### src/rtl/basys3_io_pkg.sv
// Board-level constants shared by the Basys3 I/O conditioning blocks.
package basys3_io_pkg;
  localparam int unsigned CLK_HZ_DEFAULT = 100_000_000;
  localparam int unsigned SW_COUNT       = 16;
endpackage

### src/rtl/switch_conditioner_debounce_bit.sv
// One switch bit: synchroniser chain, tick-qualified stability counter,
// clean level and registered rise/fall pulses.
module debounce_bit #(
  parameter int unsigned STABLE_TICKS = 4,
  parameter int unsigned SYNC_STAGES  = 2
) (
  input  logic clk,
  input  logic reset_n,
  input  logic i_tick,
  input  logic i_raw,
  output logic o_clean,
  output logic o_rise,
  output logic o_fall,
  output logic o_update
);

  localparam int unsigned CW = $clog2(STABLE_TICKS + 1);

  logic [SYNC_STAGES-1:0] r_sync;
  logic [CW-1:0]          r_cnt;
  logic                   r_clean;
  logic                   r_rise;
  logic                   r_fall;
  logic                   w_s;
  logic                   w_mismatch;
  logic                   w_last;
  logic                   w_update;

  assign w_s        = r_sync[SYNC_STAGES-1];
  assign w_mismatch = w_s ^ r_clean;
  assign w_last     = (r_cnt == CW'(STABLE_TICKS - 1));
  // Asserted in the cycle before clean/rise/fall change, so the top can
  // register any_change in step with the per-bit pulses.
  assign w_update   = i_tick & w_mismatch & w_last;

  always_ff @(posedge clk) begin
    if (!reset_n) begin
      r_sync  <= '0;
      r_cnt   <= '0;
      r_clean <= 1'b0;
      r_rise  <= 1'b0;
      r_fall  <= 1'b0;
    end else begin
      r_sync <= {r_sync[SYNC_STAGES-2:0], i_raw};
      r_rise <= w_update & w_s;
      r_fall <= w_update & ~w_s;
      if (i_tick) begin
        if (!w_mismatch || w_last) r_cnt <= '0;
        else                       r_cnt <= r_cnt + 1'b1;
        if (w_update) r_clean <= w_s;
      end
    end
  end

  assign o_clean  = r_clean;
  assign o_rise   = r_rise;
  assign o_fall   = r_fall;
  assign o_update = w_update;

endmodule

### src/rtl/switch_conditioner.sv
// Slide-switch conditioner: shared sample prescaler plus one debounce_bit
// per input; clean_out feeds io_controller.sw.
module switch_conditioner
  import basys3_io_pkg::*;
#(
  parameter int unsigned N_IN         = SW_COUNT,
  parameter int unsigned CLK_HZ       = CLK_HZ_DEFAULT,
  parameter int unsigned TICK_HZ      = 1_000,
  parameter int unsigned STABLE_TICKS = 4,
  parameter int unsigned SYNC_STAGES  = 2
) (
  input  logic            clk,
  input  logic            reset_n,
  input  logic [N_IN-1:0] raw_in,
  output logic [N_IN-1:0] clean_out,
  output logic [N_IN-1:0] rise,
  output logic [N_IN-1:0] fall,
  output logic            any_change,
  output logic            tick
);

  localparam int unsigned DIV = CLK_HZ / TICK_HZ;
  localparam int unsigned PW  = (DIV < 2) ? 1 : $clog2(DIV);

  if (DIV < 2) begin : g_bad_div
    $error("switch_conditioner: CLK_HZ/TICK_HZ must be at least 2");
  end
  if (STABLE_TICKS < 1) begin : g_bad_stable
    $error("switch_conditioner: STABLE_TICKS must be at least 1");
  end
  if (SYNC_STAGES < 2) begin : g_bad_sync
    $error("switch_conditioner: SYNC_STAGES must be at least 2");
  end

  logic [PW-1:0]   r_presc;
  logic            r_any_change;
  logic            w_tick;
  logic [N_IN-1:0] w_update;

  assign w_tick = (r_presc == PW'(DIV - 1));

  always_ff @(posedge clk) begin
    if (!reset_n) begin
      r_presc      <= '0;
      r_any_change <= 1'b0;
    end else begin
      r_presc      <= w_tick ? '0 : r_presc + 1'b1;
      r_any_change <= |w_update;
    end
  end

  for (genvar i = 0; i < N_IN; i++) begin : g_bit
    debounce_bit #(
      .STABLE_TICKS(STABLE_TICKS),
      .SYNC_STAGES (SYNC_STAGES)
    ) u_debounce_bit (
      .clk     (clk),
      .reset_n (reset_n),
      .i_tick  (w_tick),
      .i_raw   (raw_in[i]),
      .o_clean (clean_out[i]),
      .o_rise  (rise[i]),
      .o_fall  (fall[i]),
      .o_update(w_update[i])
    );
  end

  assign any_change = r_any_change;
  assign tick       = w_tick;

endmodule
### config.mk
export PLATFORM = sky130hd
export DESIGN_NAME = switch_conditioner
export DESIGN_NICKNAME = d
export VERILOG_FILES = /design/src/rtl/basys3_io_pkg.sv /design/src/rtl/switch_conditioner_debounce_bit.sv /design/src/rtl/switch_conditioner.sv
export SDC_FILE = /design/constraint.sdc
export NUM_CORES = 1
export LEC_CHECK = 0
export ABC_AREA = 1
export CORE_ASPECT_RATIO = 0.6
export CORE_UTILIZATION = 58
export CTS_BUF_LIST = sky130_fd_sc_hd__clkbuf_8
export DETAILED_ROUTE_END_ITERATION = 12
export PLACE_DENSITY_LB_ADDON = 0.3
export SLEW_MARGIN = 20
export SYNTH_ARGS = -nofsm -noshare
export SYNTH_HDL_FRONTEND = slang
export SYNTH_SLANG_ARGS = --single-unit
### constraint.sdc
create_clock -name clk -period 1.9 [get_ports clk]
set_clock_uncertainty 0.15 [all_clocks]
set_input_delay 0.285 -clock clk [delete_from_list [all_inputs] [get_ports clk]]
set_output_delay 0.285 -clock clk [all_outputs]
set_load 0.02 [all_outputs]
==> impl_metrics.ini <==
[place]
port_buffers = 67
place_congestion = 0.842
place_hpwl_um = 8410
preCtsSetupSlack_ns = -0.0533

[timing]
relSlewSlack_pct = 75.9
finalHoldViolCount = 0
maxSlewViolCount = 0
worstMarginPinSlew_ns = 0.362
period_minus_slack_ns = 1.86
layout_worst_path_cycle_share_pct = 97.7
setup-violations-final = 0
timing.fmax_ghz = 0.539
holdWs_ns = 0.150
setup_ws_ns = 0.0432

[clock_network]
holdBufCountCts = 0
htreeDepth = 4
cts.clk_slew.worst_paths_ns = 0.08
tritoncts = yes
numCtsBuffers = 17
clk_path_buf_depth = 2
clkLatencyLatePin_ns = 0.45
cts-root-buf = clkbuf_8
post_cts_buffers = 0
cts.sinks = 146

[floorplan]
num_rows = 28
design.portCount = 68
die_x_um = 135
dieArea_sq_um = 11000
start_util_pct = 61.0
core_sq_um = 10100
die_y_um = 81.8

[cells_and_area]
antenna_cells = 0
final_nets = 807
drive_above_1_share_pct = 11.6
area_growth_pct = 16.9

[yosys]
synth_seq_cells = 146
syn_nets = 770
yosysWarnings = 0
ys_types = 31
synth_area_sq_um = 6160
avgSynthCellArea_sq_um = 8.56
synthCells = 719
yosysSeqAreaShare_pct = 47.5

[hold_path]
hold_path.class = in -> reg

[routing]
drc_errors = 0
via_count = 4488
wl_per_cell_um = 13.5
first_pass_iters = 5
dr.first_iter.drc_count = 241
wirelength_um = 12200
antenna_left = 0
routed_via_density = 4.96

[setup_path]
cp-end-kind = output port
arrival_ns = 1.42
worstSetupPathType = reg -> out
worstPathMaxFanout = 2
required_ns = 1.46
cp-start-kind = register

[flow_run]
maxCapViolations = 0

[power_and_ir_drop]
leakage_nw = 3.15
p_per_area_nw_per_um2 = 805
ir_drop_mv = 0.628

[global_route]
grt_pass1_vias = 4621
grt.total_usage_pct = 23.9
grt_pass1_wl_um = 20300
antenna_found_initial = 0
grt_max_degree = 34
grt-ovfl-total = 0

[outcome]
status = completed
-- final cells by class --
cell class                      count  area (sq um)
Clock buffer                       17           234
Clock inverter                     15           174
Fill cell                         734          2890
Inverter                          124           468
Multi-Input combinational cell    380          2360
Sequential cell                   146          2930
Tap cell                          135           169
Timing Repair Buffer               87           870
-- Yosys cell counts (all sizes together) --
cell	count	area share, %
o21ai	25	2.0
or2	1	0.10
nand3	16	1.3
clkbuf	8	0.49
nor2	73	4.8
inv	123	7.5
nand2	112	7.0
o21bai	16	2.0
o22ai	32	3.3
nor3	19	1.7
nand4	3	0.41
nor3b	16	3.6
clkinv	1	0.061
buf	61	7.3
xnor2	17	2.4
dfxtp	146	47
a21oi	7	0.57
o21a	3	0.37
ha	33	6.7
xor2	7	1.0
-- worst max-delay path: stages (launching register included) --
cell     delay, ns
dfxtp_2       0.37
ha_4          0.15
nand2_2       0.07
nor2_4        0.10
nand2_2       0.07
nor2_4        0.10
buf_6         0.12
-- placed cells by master, fill, tap and decap left out, types with 10 or more instances in the layout --
cell type,n
dfxtp_1,144
inv_1,120
nand2_1,108
nor2_1,67
clkdlybuf4s50_1,49
o22ai_1,32
ha_1,32
xnor2_1,17
nor3_1,17
clkbuf_8,17
nand3_1,16
o21ai_0,16
o21bai_1,16
dlygate4sd2_1,13
buf_4,13
nor3b_4,10
-- per-layer routing --
layer | vias to the layer above | wire [um] | GRT usage [%]
li1 | 2273 | - | -
met3 | 20 | 675 | 5.19
met1 | 2082 | 5340 | 26.8
met5 | - | 0 | 0
met4 | 0 | 157 | 13.3
met2 | 113 | 6040 | 43.4
-- power by group --
group / switching (W) / internal, W
Clock: 0.00129 / 0.00121
Sequential: 0.0000226 / 0.00309
Combinational: 0.0000952 / 0.0000859
Total: 0.00140 / 0.00439
-- repair_timing --
| action | in CTS | in global routing |
|---|---|---|
| endpoints found under the setup margin | 20 | 80 |
| gates resized for setup | 21 | 22 |
| hold endpoints to repair | 0 | 0 |
-- registers in the layout, indices dropped and copies added, names as in the netlist --
name / count
g_bit.u_debounce_bit.r_cnt: 48
g_bit.u_debounce_bit.r_sync: 32
r_presc: 17
g_bit.u_debounce_bit.o_clean: 16
g_bit.u_debounce_bit.o_fall: 16
g_bit.u_debounce_bit.o_rise: 16
any_change: 1
-- stage by stage --
step	utilization (%)	power, W	instances	TNS [ns]	instance area [sq um]
finish	71.3	0.00579	904	0	7200
global route	71.3	0.00598	904	-0.0995	7200
detailed placement	66.5	0.00336	872	-0.0690	6710
floorplan	-	0.00329	719	0	6160
CTS	70.5	0.00583	904	-0.0641	7110
global placement	66.5	0.00335	872	0	6710
-- cells by family after synthesis --
logic type | count (synthesis) | synth area share (%)
AND/OR/NAND/NOR | 240 | 18.9
flip-flops | 146 | 47.5
adder cells (fa/ha/maj) | 33 | 6.71
AO/OA/AOI/OAI | 83 | 8.17
buffers and inverters | 193 | 15.4
XOR/XNOR | 24 | 3.41
-- path summary, 6_finish.rpt --
path                                                   startpoint                                 to  slack, ns  cells past startpoint
worst min-delay path                                      reset_n   g_bit[5].u_debounce_bit.r_cnt[1]       0.15                      3
worst max register to register                         r_presc[0]                         any_change       0.05                     11
worst min register to register  g_bit[0].u_debounce_bit.r_sync[0]  g_bit[0].u_debounce_bit.r_sync[1]       0.26                      2
worst max-delay path                                   r_presc[0]                               tick       0.04                      6
Power figures use the tool's default switching activity.
